File: src/rtl/ws281x_frame_ctrl.sv
// WS281x frame controller: pixel buffer with global brightness scaling, frame
// sequencing toward a serial bit driver, and optional periodic auto-refresh.
module ws281x_frame_ctrl #(
  parameter int NumLeds       = 8,
  parameter int RefreshCycles = 100000
) (
  input  logic        clk_i,
  input  logic        rst_ni,
  input  logic        px_we_i,
  input  logic [7:0]  px_idx_i,
  input  logic [23:0] px_data_i,
  input  logic [8:0]  num_leds_i,
  input  logic [7:0]  brightness_i,
  input  logic        start_i,
  input  logic        auto_en_i,
  output logic        busy_o,
  output logic        frame_done_o,
  output logic        drv_go_o,
  input  logic        drv_idle_i,
  output logic [23:0] drv_data_o,
  output logic        drv_data_valid_o,
  output logic        drv_data_last_o,
  input  logic        drv_ack_i
);

  localparam int IdxW = (NumLeds > 1) ? $clog2(NumLeds) : 1;
  localparam int CntW = (RefreshCycles > 1) ? $clog2(RefreshCycles) : 1;
  localparam logic [8:0] NumLedsW = 9'(NumLeds);
  localparam logic [CntW-1:0] CntMax = CntW'(RefreshCycles - 1);

  typedef enum logic [2:0] {
    ST_IDLE    = 3'd0,
    ST_START   = 3'd1,
    ST_STREAM  = 3'd2,
    ST_DRAIN   = 3'd3,
    ST_HOLDOFF = 3'd4
  } state_e;

  // 8-bit channel times (brightness+1), keeping product bits 15:8.
  function automatic logic [7:0] scale_ch(input logic [7:0] c, input logic [7:0] b);
    logic [16:0] prod;
    prod = {9'd0, c} * ({9'd0, b} + 17'd1);
    return prod[15:8];
  endfunction

  function automatic logic [8:0] clip_len(input logic [8:0] n);
    logic [8:0] res;
    if (n > NumLedsW) begin
      res = NumLedsW;
    end else begin
      res = n;
    end
    return res;
  endfunction

  state_e          r_state, w_next_state;
  logic [8:0]      r_idx, w_idx_next;
  logic [8:0]      r_len, w_len_next;
  logic [CntW-1:0] r_cnt, w_cnt_next;
  logic            r_done, w_done_next;
  logic [23:0]     r_buf [NumLeds];
  logic [8:0]      w_len_clip;
  logic            w_go, w_valid, w_last;
  logic [23:0]     w_px;

  // Pixel buffer; writes are accepted at any time, so an acknowledged pixel
  // keeps the value read combinationally before this edge.
  always_ff @(posedge clk_i or negedge rst_ni) begin
    if (!rst_ni) begin
      for (int i = 0; i < NumLeds; i++) begin
        r_buf[i] <= 24'd0;
      end
    end else if (px_we_i && ({1'b0, px_idx_i} < NumLedsW)) begin
      r_buf[px_idx_i[IdxW-1:0]] <= px_data_i;
    end
  end

  // Control state registers.
  always_ff @(posedge clk_i or negedge rst_ni) begin
    if (!rst_ni) begin
      r_state <= ST_IDLE;
      r_idx   <= 9'd0;
      r_len   <= 9'd0;
      r_cnt   <= '0;
      r_done  <= 1'b0;
    end else begin
      r_state <= w_next_state;
      r_idx   <= w_idx_next;
      r_len   <= w_len_next;
      r_cnt   <= w_cnt_next;
      r_done  <= w_done_next;
    end
  end

  // Next-state logic and driver handshake decode.
  always_comb begin
    w_next_state = r_state;
    w_idx_next   = r_idx;
    w_len_next   = r_len;
    w_cnt_next   = r_cnt;
    w_done_next  = 1'b0;
    w_go         = 1'b0;
    w_valid      = 1'b0;
    w_len_clip   = clip_len(num_leds_i);
    case (r_state)
      ST_IDLE: begin
        if (start_i) begin
          w_len_next = w_len_clip;
          w_idx_next = 9'd0;
          if (w_len_clip == 9'd0) begin
            w_done_next = 1'b1;
          end else begin
            w_next_state = ST_START;
          end
        end else begin
          w_next_state = ST_IDLE;
        end
      end
      ST_START: begin
        w_go    = drv_idle_i;
        w_valid = drv_idle_i;
        if (w_valid && drv_ack_i) begin
          if (r_len == 9'd1) begin
            w_next_state = ST_DRAIN;
          end else begin
            w_next_state = ST_STREAM;
            w_idx_next   = r_idx + 9'd1;
          end
        end else begin
          w_next_state = ST_START;
        end
      end
      ST_STREAM: begin
        w_valid = 1'b1;
        if (drv_ack_i) begin
          if (r_idx == (r_len - 9'd1)) begin
            w_next_state = ST_DRAIN;
          end else begin
            w_idx_next = r_idx + 9'd1;
          end
        end else begin
          w_next_state = ST_STREAM;
        end
      end
      ST_DRAIN: begin
        if (drv_idle_i) begin
          w_done_next  = 1'b1;
          w_cnt_next   = '0;
          w_next_state = auto_en_i ? ST_HOLDOFF : ST_IDLE;
        end else begin
          w_next_state = ST_DRAIN;
        end
      end
      ST_HOLDOFF: begin
        if (!auto_en_i) begin
          w_next_state = ST_IDLE;
          w_cnt_next   = '0;
        end else if (start_i || (r_cnt == CntMax)) begin
          w_len_next = w_len_clip;
          w_idx_next = 9'd0;
          w_cnt_next = '0;
          // An empty refresh completes at once and re-arms the holdoff timer.
          if (w_len_clip == 9'd0) begin
            w_done_next = 1'b1;
          end else begin
            w_next_state = ST_START;
          end
        end else begin
          w_cnt_next = r_cnt + 1'b1;
        end
      end
      default: begin
        w_next_state = ST_IDLE;
        w_idx_next   = 9'd0;
        w_cnt_next   = '0;
      end
    endcase
  end

  // Buffer read at the current pixel index.
  always_comb begin
    w_px = 24'd0;
    if (r_idx < NumLedsW) begin
      w_px = r_buf[r_idx[IdxW-1:0]];
    end else begin
      w_px = 24'd0;
    end
  end

  assign w_last = w_valid && (r_idx == (r_len - 9'd1));

  assign busy_o           = (r_state == ST_START) || (r_state == ST_STREAM) || (r_state == ST_DRAIN);
  assign frame_done_o     = r_done;
  assign drv_go_o         = w_go;
  assign drv_data_valid_o = w_valid;
  assign drv_data_last_o  = w_last;
  assign drv_data_o       = {scale_ch(w_px[15:8], brightness_i),
                             scale_ch(w_px[23:16], brightness_i),
                             scale_ch(w_px[7:0], brightness_i)};

endmodule
File: config.mk
export PLATFORM = sky130hd
export DESIGN_NAME = ws281x_frame_ctrl
export DESIGN_NICKNAME = d
export VERILOG_FILES = /design/src/rtl/ws281x_frame_ctrl.sv
export SDC_FILE = /design/constraint.sdc
export NUM_CORES = 1
export LEC_CHECK = 0
export CORE_AREA = 5 5 272 274
export DETAILED_ROUTE_END_ITERATION = 7
export DIE_AREA = 0 0 277 279
export DONT_BUFFER_PORTS = 1
export GPL_TIMING_DRIVEN = 0
export PLACE_DENSITY_LB_ADDON = 0.08
export RECOVER_POWER = 100
export SLEW_MARGIN = 20
export SYNTH_ARGS = -nofsm -noshare
export SYNTH_HDL_FRONTEND = slang
export SYNTH_SLANG_ARGS = --single-unit
File: constraint.sdc
create_clock -name clk_i -period 14 [get_ports clk_i]
set_input_delay 2.8 -clock clk_i [delete_from_list [all_inputs] [get_ports clk_i]]
set_output_delay 2.8 -clock clk_i [all_outputs]
set_load 0.005 [all_outputs]
# == Yosys cells after proc, flatten, opt, wreduce, memory -nomap -nowiden ==
# Index checks and enable logic that the tools add are counted.
# word_totals
ff_bits,231
latchBits,0
ram_bits,0
romBits,0
output_inout_bits,29
mem_count,0
# op_classes
n_addsub,4
mul,3
n_div,0
magnitude_cmp,6
n_eq_ne,17
shifts,0
muxes,43
n_bitwise,4
reduce_logical,15
# ops
cell,n
bitwise mux 192 bit,1
2-to-1 mux 9 bit,11
2-to-1 mux 24 bit,4
binary-select mux 24 bit (select 3 bit),1
demux 24 bit (select 3 bit),1
2-to-1 mux 17 bit,3
case mux 17 bit (3 select lines),1
case mux 9 bit (5 select lines),1
multiplier 8 x 17 -> 16 bit,2
2-to-1 mux 3 bit,9
case mux 9 bit (2 select lines),1
"adder 17 x 1 -> 17 bit, second input constant",1
"== test 17 bit, second input constant",1
multiplier 8 x 9 -> 16 bit,1
"!= test 2 bit, second input constant",8
case mux 3 bit (5 select lines),1
"adder 8 x 1 -> 9 bit, second input constant",1
"adder 9 x 1 -> 9 bit, second input constant",1
"== test 9 x 1 -> 1 bit, second input constant",1
== test 9 bit,1
"greater-than comparator 9 x 4 -> 1 bit, second input constant",1
logical NOT 9 bit,1
"less-than comparator 9 x 4 -> 1 bit, second input constant",1
"subtractor 9 x 1 -> 9 bit, second input constant",1
20 further kinds,37

# == Depth between registers and ports, before layout ==
# depth
depth_word,7
depth_mapped,25
ltp_nobuf,21

# == Least setup slack after synthesis ==
# Ideal clock, no wire load.
# synth_timing
path_type,input to output
from,input port brightness_i[0]
to,output port drv_data_o[22]
arrival_ps,7619
required_ps,11200
path_slack_ps,3581
stages,20
n_path_buf,1
cell_sequence,ha_1 and2_1 and2_1 xnor2_1 clkbuf_1 nor2_1 fa_1 fa_1 fa_1 inv_1 fa_1 inv_1 ha_1 a21oi_1 o21a_1 o2bb2ai_1 a211o_1 a21o_1 a21oi_1 xnor2_1
# synth_via
elab_chain_cells,2
# synth_rtl
item,line_no,rtl
"start, declared",13,"input logic [7:0] brightness_i,"
adder 8 x 1 -> 9 bit,42,"prod = {9'd0, c} * ({9'd0, b} + 17'd1);"
multiplier 8 x 17 -> 16 bit,42,
"end, declared",20,"output logic [23:0] drv_data_o,"
# No other way between the ends.

# == Final worst setup path ==
# layout_timing
from,input port brightness_i[0]
to,output port drv_data_o[7]
# layout_via
elab_chain_cells,2
# layout_rtl
item,line_no
adder 8 x 1 -> 9 bit,42
multiplier 8 x 9 -> 16 bit,42
# No other way between the ends.

==> flow_summary.toml <==
[sta]
hold_viol_final = 0
max_clock_freq_mhz = 86.2
timing.clock.skew_ns = 0.0115
final_worst_path_cycle_share = 0.829
rsz0062_at_grt = "false"
worst-slew-pin-transition_ns = 1.27
slew-limit-headroom = 0.154
min_clock_period_post_route_ns = 11.60
totalNegativeSetupSlack_ns = 0
final_critical_path_setup_slack_ns = 2.40
finalMaxSlewViolations = 0
setup_viol = 0

[floorplan]
design.die.area_um2 = 77300
die_w_um = 277
pin_count = 85
start_util = 0.247
num_rows = 98
core_region_area_um2 = 71100
die_height_um = 279

[clock_network]
post-cts-setup-buffers = 0
htree_levels = 1
tritoncts.num_buffers = 30
cts.hold.buffers_added = 0
cts.path.max_buffers = 3
ctsRootBufferMaster = "clkbuf_16"
post_cts_resized = 0
tritoncts = "done"
cts_num_sinks = 231
clk-insertion-delay-late_ns = 0.57
worst_setup_hold_path_clk_slew_ns = 0.06

[worst_setup_path]
critPathMaxStageDelay_ns = 0.59
setup.worst_path.end_class = "output port"
setup.reg_to_reg.worst_slack_ns = 10.97
worstPathRequired_ns = 11.20
worstSetupStartpointType = "primary input"
timing.critical_path.mode_cell = "fa_1"
cell_type_of_the_slowest_stage_on_the_worst_timing_path = "clkbuf_1"
timing.critical_path.cells = "clkbuf_1 > nand3_1 > xor2_1 > clkbuf_1 > nor2_1 > fa_1 > inv_1 > fa_1 > inv_1 > fa_1 > fa_1 > ha_1 > a21oi_1 > a21o_1 > nor3_1 > a211oi_1 > a31oi_1 > a21oi_1 > xnor2_1"
crit_path_category = "primary input to output port"
path_delay_family = "adder cells"
worst-path-max-fanout = 10
critPathBufInv = 4
cp.arrival_ns = 8.80

[finish]
mostFrequentLayoutCell = "dfrtp_1"
drive_gt1_frac = 0.192
final_area_um2 = 19700
post_layout_nonfiller_instances = 2630
fillers = 7544
area_delta_synth_final_pct = 12.5
number_of_diodes_added_for_antenna_fixing = 0
mostFrequentLayoutCells = "dfrtp_1 (231), nor2_1 (198), mux2_2 (193), inv_1 (174), fa_1 (120)"
final_net_count = 1934

[pwr]
power.static_leakage_nw = 9.44
share_comb_of_total_power = 0.326
peakVddDrop_uv = 94.2
clock_network_fraction_of_design_power = 0.351
switching_power_as_a_share_of_total_power = 0.345
power.density_nw_per_um2 = 113
p_seq_frac = 0.323
internal_power_mw = 1.46
power_mw = 2.23
power_switching_mw = 0.768

[global_route]
pin_count_of_the_biggest_net_entering_global_routing = 232
grt_antenna_before_repair = 3
gr_met2_demand_resource = 0.237
vias_in_the_first_global_route = 13300
grt_pass1_wl_um = 83800
grt_usage = 0.139
grt_util_met1 = 0.192
grt-busiest-layer = "met2"
gr-usage-met3 = 0.0207
globalRoute.totalOverflow = 0

[yosys]
ys_seq_elements = 231
synthCells = 1623
synth.distinct_cells = 74
ys_seq_area_frac = 0.329
synth_area_per_cell_um2 = 10.8
synth_enable_flop_cells = 0
synthesis.yosys.warnings = 0
synthesis.area_um2 = 17600
dominantRegCellSynth = "dfrtp_1"
synth-async-reset-ratio = 1.00
syn_nets = 1900

[drt]
via_count = 11900
ant_nets = 0
drc = 0
drt-vias-per-instance = 4.54
wirelength_per_cell_um = 20.5
initialDrtViolationCount = 542
detail_route.first_pass.iterations = 5
postRouteWirelength_um = 53900

[placement]
place_congestion = 0.782
placed_cells = 2574
detailed_place.area_um2 = 18800
pre_cts_slack_ns = 2.43
io_buffers = 0
hpwl_reported_at_the_end_of_detailed_placement_um = 39700

[job]
drv_cap = 0

[outcome]
result_of_the_run = "finished, final reports clean"

[hold_path]
min_delay_path_class = "register to register"
cells by family (layout without fill, tap and decap cells):
kind of cell	count (synthesis)	in the layout	synth area share
flip-flops	231	231	0.329
XOR/XNOR	66	66	0.0329
adder cells (fa/ha/maj)	221	221	0.209
buffers and inverters	243	300	0.0552
AO/OA/AOI/OAI	131	131	0.0505
multiplexers	267	267	0.195
AND/OR/NAND/NOR	464	464	0.128
worst paths after layout:
kind	start	end	depth (start not counted)
max	brightness_i[0]	drv_data_o[7]	19
max in group asynchronous	rst_ni	r_buf[146]	0
min in group asynchronous	rst_ni	r_buf[102]	0
min	r_buf[170]	r_buf[170]	1
min reg2reg	r_buf[170]	r_buf[170]	1
max reg2reg	r_len[0]	r_idx[0]	10
per-stage QoR:
step	hold WS, ns	utilization
floorplan	0.453	-
global placement	0.482	0.264
detailed placement	0.481	0.264
global route	0.511	0.278
finish	0.494	0.278
CTS	0.494	0.278
power by group through the flow:
stage	Clock, mW	Sequential, mW	Combinational, mW
after floorplan	0	0.726	0.525
after global placement	0	0.732	0.747
after detailed placement	0	0.732	0.749
after CTS	0.809	0.720	0.754
after global routing	0.837	0.724	0.827
final	0.782	0.721	0.726
state kept, by name, summed over array words and instances (netlist names):
name and count:
r_buf 192, r_cnt 17, r_idx 9, r_len 9, r_state 3, frame_done_o 1
final cells by class:
class,count,area [um2],area share
multi-input combinational,1149,10800,0.545
clock inverter,5,28.8,0.00146
sequential,231,5780,0.293
timing repair buffer,2,18.8,0.000950
inverter,174,653,0.0331
clock buffer,50,997,0.0505
buffer,69,313,0.0158
tap,950,1190,0.0602
synth_stat cells, types with 20 or more instances:
cell type | n | area, um2
a21oi_1 | 40 | 200
clkbuf_1 | 47 | 176
dfrtp_1 | 231 | 5780
fa_1 | 120 | 2400
ha_1 | 101 | 1260
inv_1 | 174 | 653
mux2_2 | 193 | 2170
mux2i_1 | 31 | 310
mux4_2 | 41 | 923
nand2_1 | 77 | 289
nand2b_1 | 45 | 282
nand3_1 | 20 | 100
nor2_1 | 198 | 743
o21ai_0 | 23 | 115
xnor2_1 | 48 | 420
per-layer routing:
| metal | up-vias | share of wire |
|---|---|---|
| li1 | 5542 | - |
| met1 | 6206 | 0.47 |
| met2 | 150 | 0.48 |
| met3 | 48 | 0.036 |
| met4 | 0 | 0.016 |
| met5 | - | 0 |
Power figures use the tool's default switching activity.
